$ cat src/rtl/i2s_tx_master.sv
`default_nettype none
// ============================================================================
// Module   : i2s_tx_master
// Purpose  : Philips I2S transmitter/bus master; generates sclk/ws, serialises L/R PCM.
//            Optional I2S_TX_UNDERRUN_REPEAT_EN: on underrun retransmit previous pair.
// Revision : 1.0  initial release
// ============================================================================
module i2s_tx_master #(
    parameter int WIDTH     = 16,
    parameter int SLOT_BITS = 32,
    parameter int CLK_DIV   = 4
) (
    input  logic             clk_i,
    input  logic             rst_i,
    input  logic             enable_i,
    input  logic [WIDTH-1:0] leftChan_i,
    input  logic [WIDTH-1:0] rightChan_i,
    input  logic             sampleValid_i,
    output logic             sampleReady_o,
    output logic             sclk_o,
    output logic             ws_o,
    output logic             sdata_o,
    output logic             pktI2STxLoaded_o,
    output logic             underrun_o
);

    localparam int FB_W  = $clog2(2 * SLOT_BITS);
    localparam int DIV_W = (CLK_DIV > 1) ? $clog2(CLK_DIV) : 1;

    localparam logic [1:0] S_IDLE  = 2'd0;
    localparam logic [1:0] S_RUN   = 2'd1;
    localparam logic [1:0] S_DRAIN = 2'd2;

    logic [1:0]       r_state;
    logic [1:0]       w_state_next;
    logic             w_running;
    logic             w_draining;
    logic             w_idle_start;

    logic [DIV_W-1:0] r_div_cnt;
    logic             r_sclk;
    logic [FB_W-1:0]  r_frame_bit;
    logic             r_ws;
    logic             r_sdata;
    logic [WIDTH-1:0] r_left;
    logic [WIDTH-1:0] r_right;
    logic [WIDTH-1:0] r_hold_left;
    logic [WIDTH-1:0] r_hold_right;
    logic             r_hold_full;
    logic             r_ready;
    logic             r_loaded;
    logic             r_underrun;

    logic             w_wrap;
    logic             w_fall;
    logic             w_frame_last;
    logic             w_stop;
    logic             w_frame_start;
    logic [FB_W-1:0]  w_next_bit;
    logic             w_next_ws;
    logic [FB_W-1:0]  w_slot_bit;
    logic [WIDTH-1:0] w_chan;
    logic [WIDTH-1:0] w_hit;
    logic             w_next_sdata;
    logic             w_accept;
    logic             w_transfer;
    logic             w_hold_full_next;

    // ---------------- FSM: state register ----------------
    always_ff @(posedge clk_i) begin
        if (rst_i) begin
            r_state <= S_IDLE;
        end else begin
            r_state <= w_state_next;
        end
    end

    // ---------------- FSM: next state ----------------
    always_comb begin
        w_state_next = r_state;
        case (r_state)
            S_IDLE:  if (enable_i) w_state_next = S_RUN;
            S_RUN:   if (!enable_i) w_state_next = S_DRAIN;
            S_DRAIN: begin
                if (enable_i) begin
                    w_state_next = S_RUN;
                end else if (w_stop) begin
                    w_state_next = S_IDLE;
                end
            end
            default: w_state_next = S_IDLE;
        endcase
    end

    // ---------------- FSM: outputs ----------------
    always_comb begin
        w_running    = 1'b0;
        w_draining   = 1'b0;
        w_idle_start = 1'b0;
        case (r_state)
            S_IDLE:  w_idle_start = enable_i;
            S_RUN:   w_running    = 1'b1;
            S_DRAIN: begin
                w_running  = 1'b1;
                w_draining = 1'b1;
            end
            default: w_running = 1'b0;
        endcase
    end

    // ---------------- Timing and bit selection ----------------
    assign w_wrap        = w_running && (r_div_cnt == DIV_W'(CLK_DIV - 1));
    assign w_fall        = w_wrap && r_sclk;
    assign w_frame_last  = (r_frame_bit == FB_W'(2 * SLOT_BITS - 1));
    // Draining ends on the fall that would begin a new frame
    assign w_stop        = w_fall && w_frame_last && w_draining && !enable_i;
    assign w_frame_start = w_idle_start || (w_fall && w_frame_last && !w_stop);

    assign w_next_bit = w_frame_last ? '0 : r_frame_bit + 1'b1;
    assign w_next_ws  = (w_next_bit >= FB_W'(SLOT_BITS));
    assign w_slot_bit = w_next_ws ? (w_next_bit - FB_W'(SLOT_BITS)) : w_next_bit;
    assign w_chan     = w_next_ws ? r_right : r_left;

    // Slot bit k (1..WIDTH) carries chan[WIDTH-k]; bit 0 is the I2S delay bit
    generate
        for (genvar k = 1; k <= WIDTH; k++) begin : g_sdata_sel
            assign w_hit[k-1] = (w_slot_bit == FB_W'(k)) & w_chan[WIDTH-k];
        end
    endgenerate
    assign w_next_sdata = |w_hit;

    assign w_accept         = sampleValid_i && r_ready;
    assign w_transfer       = w_frame_start && r_hold_full;
    assign w_hold_full_next = w_accept ? 1'b1 : (w_transfer ? 1'b0 : r_hold_full);

    // ---------------- Datapath ----------------
    always_ff @(posedge clk_i) begin
        if (rst_i) begin
            r_div_cnt    <= '0;
            r_sclk       <= 1'b0;
            r_frame_bit  <= '0;
            r_ws         <= 1'b0;
            r_sdata      <= 1'b0;
            r_left       <= '0;
            r_right      <= '0;
            r_hold_left  <= '0;
            r_hold_right <= '0;
            r_hold_full  <= 1'b0;
            r_ready      <= 1'b0;
            r_loaded     <= 1'b0;
            r_underrun   <= 1'b0;
        end else begin
            if (!w_running || w_stop) begin
                r_div_cnt   <= '0;
                r_sclk      <= 1'b0;
                r_frame_bit <= '0;
                r_ws        <= 1'b0;
                r_sdata     <= 1'b0;
            end else begin
                r_div_cnt <= w_wrap ? '0 : r_div_cnt + 1'b1;
                if (w_wrap) begin
                    r_sclk <= ~r_sclk;
                end
                if (w_fall) begin
                    r_frame_bit <= w_next_bit;
                    r_ws        <= w_next_ws;
                    r_sdata     <= w_next_sdata;
                end
            end

            if (w_frame_start) begin
                if (r_hold_full) begin
                    r_left  <= r_hold_left;
                    r_right <= r_hold_right;
                end else begin
`ifdef I2S_TX_UNDERRUN_REPEAT_EN
                    r_left  <= r_left;
                    r_right <= r_right;
`else
                    r_left  <= '0;
                    r_right <= '0;
`endif
                end
            end

            if (w_accept) begin
                r_hold_left  <= leftChan_i;
                r_hold_right <= rightChan_i;
            end
            r_hold_full <= w_hold_full_next;
            r_ready     <= !w_hold_full_next;
            r_loaded    <= w_transfer;
            r_underrun  <= w_frame_start && !r_hold_full;
        end
    end

    assign sampleReady_o    = r_ready;
    assign sclk_o           = r_sclk;
    assign ws_o             = r_ws;
    assign sdata_o          = r_sdata;
    assign pktI2STxLoaded_o = r_loaded;
    assign underrun_o       = r_underrun;

endmodule
`default_nettype wire
$ cat config.mk
export PLATFORM = sky130hd
export DESIGN_NAME = i2s_tx_master
export DESIGN_NICKNAME = d
export VERILOG_FILES = /design/src/rtl/i2s_tx_master.sv
export SDC_FILE = /design/constraint.sdc
export NUM_CORES = 1
export LEC_CHECK = 0
export CAP_MARGIN = 10
export CORE_MARGIN = 1
export CORE_UTILIZATION = 25
export CTS_CLUSTER_DIAMETER = 50
export DETAILED_ROUTE_END_ITERATION = 10
export GPL_TIMING_DRIVEN = 0
export PLACE_DENSITY = 0.49
export SETUP_SLACK_MARGIN = 0.1
export SYNTH_ARGS = -nofsm -noshare
export SYNTH_HDL_FRONTEND = slang
export SYNTH_SLANG_ARGS = --single-unit
$ cat constraint.sdc
create_clock -name clk_i -period 6.5 [get_ports clk_i]
set_input_delay 1.95 -clock clk_i [delete_from_list [all_inputs] [get_ports clk_i]]
set_output_delay 1.95 -clock clk_i [all_outputs]
set_load 0.02 [all_outputs]
# Word level (Yosys, flattened, before mapping)
# Cells that the tools add are included.
[totals]
reg_bits = 81
inputBits = 36
word_cells = 95
[op_classes]
addsub = 3
magnitude_cmp = 1
n_eq_ne = 23
n_mux = 15
n_bitwise = 17
reduce_logical = 22
[op_table]
columns = ["operator", "n"]
rows = [
  ["$eq A6 B4 Y1 const B", 8],
  ["$mux W16", 3],
  ["$eq A6 B3 Y1 const B", 4],
  ["$and A1 B1 Y1", 16],
  ["$reduce_or A16 Y1", 1],
  ["$eq A6 B2 Y1 const B", 2],
  ["$mux W6", 2],
  ["$logic_and A1 B1 Y1", 9],
  ["$mux W2", 4],
  ["$add A6 B1 Y6 const B", 1],
  ["$eq A6 B1 Y1 const B", 1],
  ["$eq A6 B5 Y1 const B", 1],
  ["$eq A6 B6 Y1 const B", 1],
  ["$ge A6 B6 Y1 const B", 1],
  ["$pmux W2 S3", 1],
  ["$sub A6 B6 Y6 const B", 1],
  ["$logic_not A1 Y1", 5],
  ["$mux W1", 5],
  ["$eq A2 B2 Y1 const B", 2],
  ["$ne A2 B2 Y1 const B", 2],
  ["$reduce_or A2 Y1", 2],
  ["$ne A3 B3 Y1 const B", 1],
  ["$reduce_and A3 Y1", 1],
  ["$reduce_or A3 Y1", 1],
  ["other kinds (5)", 6],
]

# Depth between registers and ports, before layout
[logic_depth]
ltp_word = 15
depth_mapped = 11
ltp_nobuf = 8

# Least setup slack after synthesis
# OpenSTA, ideal clock, no wires.
[synth_path]
kind = "in2reg"
startpoint = "in enable_i"
endpoint = "reg r_right[2]"
setup_ps = 60
arrival_time_ps = 2954
required_ps = 6440
path_slack_ps = 3486
path_stages = 5
path_cell_list = "a21oi_1 -> and2_0 -> clkbuf_1 -> clkbuf_1 -> a22o_1"
[synth_between]
elab_chain_cells = 5
word_cells_on_any_way = 6
cone_classes = "1 x mux; 5 x reduce/logical"
[synth_rtl]
columns = ["element", "line", "text"]
rows = [
  ["start, declared", "15", "input logic enable_i,"],
  ["$logic_not A1 Y1", "116", "assign w_stop = w_fall && w_frame_last && w_draining && !enable_i;"],
  ["$logic_and A1 B1 Y1", "116", ""],
  ["$logic_not A1 Y1", "117", "assign w_frame_start = w_idle_start || (w_fall && w_frame_last && !w_stop);"],
  ["$logic_and A1 B1 Y1", "117", ""],
  ["$logic_or A1 B1 Y1 *", "117", ""],
  ["end signal, assigned", "174", "r_right <= r_hold_right;"],
  ["end, declared", "46", "logic [WIDTH-1:0] r_right;"],
]
# Every way passes the cells marked *; elsewhere a longest branch is shown, timed or not.
# A chain may end at the register's enable or synchronous reset.

# Worst setup path after layout
[layout_path]
startpoint = "in enable_i"
endpoint = "reg r_left[9]"
[layout_between]
elab_chain_cells = 5
word_cells_on_any_way = 6
cone_classes = "1 x mux; 5 x reduce/logical"
[layout_rtl]
columns = ["element", "line", "text"]
rows = [
  ["$logic_not A1 Y1", "116", ""],
  ["$logic_and A1 B1 Y1", "116", ""],
  ["$logic_not A1 Y1", "117", ""],
  ["$logic_and A1 B1 Y1", "117", ""],
  ["$logic_or A1 B1 Y1 *", "117", ""],
  ["end signal, assigned", "173", "r_left <= r_hold_left;"],
  ["end, declared", "45", "logic [WIDTH-1:0] r_left;"],
]
# Marks and branches as above.

==> impl_metrics.toml <==
[detailed_routing]
postRouteAntennaNets = 0
firstDrtPassIters = 4
post_drt_wl_per_cell_um = 13.86
first_iter_violations = 96
viasPerCell = 4.605
drt_wl_total_um = 8663
wl_met2_um = 4012
via_count = 2878
m1WireLength_um = 4207
route.detailed.drc = 0
highest_layer = "met4"
dr_wl_met3_um = 323

[finish]
layout_commonest_cell = "dfxtp_1"
fin_area_um2 = 4362
multi_input_area_um2 = 1644
nets = 492
finalNonFillerCells = 625
drive_gt1_share_pct = 5.568
nFillCells = 1418
ff_latch_area_um2 = 1622
antenna_cells = 0
final_cell_mix = "dfxtp_1 (81), nand2_1 (80), a21oi_1 (44), clkdlybuf4s50_1 (41), a22o_1 (31)"
syn2layout_area_growth_pct = 27.04

[die]
start_util_pct = 25.82
die-area_um2 = 14210
core_um2 = 13300
rows = 42
dieHeight_um = 119.2
io-pin-count = 42
die_w_um = 119.2

[sta]
tightest_slew_ns = 1.131
finalCritPeriodShare_pct = 55.93
fmax_mhz = 275.1
finalSetupViolCount = 0
fin_worst_skew_ns = 0.005422
finalMaxSlewViolations = 0
slew_headroom_pct = 23.42
min_period_ns = 3.636
hold_violations = 0
fin_ws_ns = 2.864
fin_setup_tns_ns = 0
rsz0062_at_grt = "no"

[logic_synthesis]
postSynthCellCount = 393
synthArstFlopShare_pct = 0
ys_ff_latch = 81
synth_flop_cell = "dfxtp_1"
syn_area_per_cell_um2 = 8.736
synth_warnings = 0
synth_nets = 440
synth.distinct_cells = 49
synth_edf_count = 0
syn-cell-area_um2 = 3433
synth_seq_area_share_pct = 47.23

[setup_path]
cp_max_fo = 10
cp.arrival_ns = 3.92
reg2reg_depth = 10
cp-start-kind = "primary input"
worstSetupPathType = "in -> reg"
r2r_setup_slack_ns = 3.48
slowest_stage = "nor3b_1"
worstPathCellList = "clkdlybuf4s50_1 -> a21oi_1 -> nor3b_1 -> clkbuf_1 -> a22o_1"
required_ns = 6.78
r2r-start = "r_state[0]"
worst-path-buf-inv = 2
crit_family = "buffers and inverters"
slowest_delay_ns = 0.56
endpoint_kind = "register"
reg2reg_to = "r_left[9]"

[clock_tree]
cts_hold_buf = 0
cts_num_sinks = 81
post_cts_buffers = 0
clock_path_buffers = 2
clock_latency_ns = 0.34
cts_tree = "yes"
cts_max_level = 3
cts_buffers = 9
cts_root_buffer = "clkbuf_16"
clk_pin_slew_ns = 0.06
post_cts_resized = 0

[placed_design]
placed_area_um2 = 4064
dpl.hpwl_um = 6506
place_ws_ns = 2.518
io_buffer_count = 41
place_congestion = 0.8203
placed_cells = 610

[outcome]
status = "completed"

[grt]
grt_antenna_before_repair = 0
gr-usage-all-layers_pct = 13.18
grt_pass1_vias = 2844
grt_max_degree = 13
grt.overflow.total = 0
grt_pass1_wl_um = 14520

[worst_hold_path]
min_from = "r_div_cnt[0]"
hold_path.class = "reg -> reg"
worstHoldEndpoint = "r_div_cnt[0]"
hold_path_depth = 1

[power_and_ir_drop]
power.static_leakage_nw = 1.572
p_total_mw = 1.197
irDropWorstVdd_uv = 87.43
pwr_density_cell_nw_per_um2 = 274.5

[flow_run]
maxCapViolCount = 0
==> synthesized netlist by cell type (3+ instances only) <==
cell	instances	share of area, %
o22ai_1	3	0.55
nor3_1	6	0.87
a221oi_1	5	1.3
a21oi_1	44	6.4
a22oi_1	3	0.66
xor2_1	3	0.77
a22o_1	31	7.9
clkbuf_1	19	2.1
nand2b_1	3	0.55
buf_1	4	0.44
ha_1	11	4.0
inv_1	11	1.2
dfxtp_1	81	47
nand3_1	9	1.3
mux2i_1	6	1.7
nor3b_1	3	0.66
nand2_1	80	8.7
nor2_1	22	2.4
o21ai_0	7	1.0
a21boi_0	3	0.66
==> sequential cells by signal, indices dropped and copies added (netlist names), 2 cells and up <==
register      count
r_div_cnt         2
r_frame_bit       6
r_hold_left      16
r_left           16
r_state           2
r_hold_right     16
r_right          16
==> cell families after synthesis <==
kind of cell / share of synthesized area [%]
buffers and inverters: 4.883
AO/OA/AOI/OAI: 23.72
adder cells (fa/ha/maj): 4.009
XOR/XNOR: 1.276
flip-flops: 47.23
AND/OR/NAND/NOR: 16.69
multiplexers: 2.187
==> how the worst max path moves through the flow <==
stage,from,to,slack (ns),cells past startpoint
3_3_place_gp,enable_i,r_left[8],2.56,5
5_1_grt,enable_i,r_left[12],2.70,5
4_1_cts,enable_i,r_left[9],2.86,5
6_report,enable_i,r_left[9],2.86,5
3_5_place_dp,enable_i,r_left[7],2.52,5
2_1_floorplan,enable_i,r_right[2],3.49,5
==> layer usage <==
layer / GRT usage (%) / vias up
met2: 21.37 / 44
met5: 0 / -
met3: 2.299 / 11
met4: 6.171 / 0
li1: - / 1495
met1: 16.93 / 1328
==> area by class of cell <==
| cell class | instances | share of cell area, % |
|---|---|---|
| multi-input combinational | 273 | 37.69 |
| sequential | 81 | 37.18 |
| timing repair buffer | 41 | 9.409 |
| clock buffer | 13 | 5.967 |
| tap | 176 | 5.049 |
| buffer | 28 | 2.897 |
| inverter | 11 | 0.9466 |
| clock inverter | 2 | 0.8606 |
==> per-stage QoR <==
step | hold WS, ns | util [%]
3_3_place_gp | 0.4165 | 30.57
6_report | 0.4339 | 32.81
2_1_floorplan | 0.4084 | -
5_1_grt | 0.4552 | 32.81
3_5_place_dp | 0.4266 | 30.57
4_1_cts | 0.4353 | 32.81
==> worst reg2reg max path: cells and delay by family (launching register included) <==
kind,cells,cell delay (ns)
AO/OA/AOI/OAI,2,0.36
adder cells (fa/ha/maj),1,0.34
buffers and inverters,3,0.86
flip-flops,1,0.40
AND/OR/NAND/NOR,4,1.00
==> power by group <==
part	internal (mW)	leakage (nW)	switching, mW
combinational	0.0648	0.773	0.0869
sequential	0.520	0.657	0.0155
clock	0.317	0.142	0.194
Note: power is estimated with default switching activity, not from simulation.
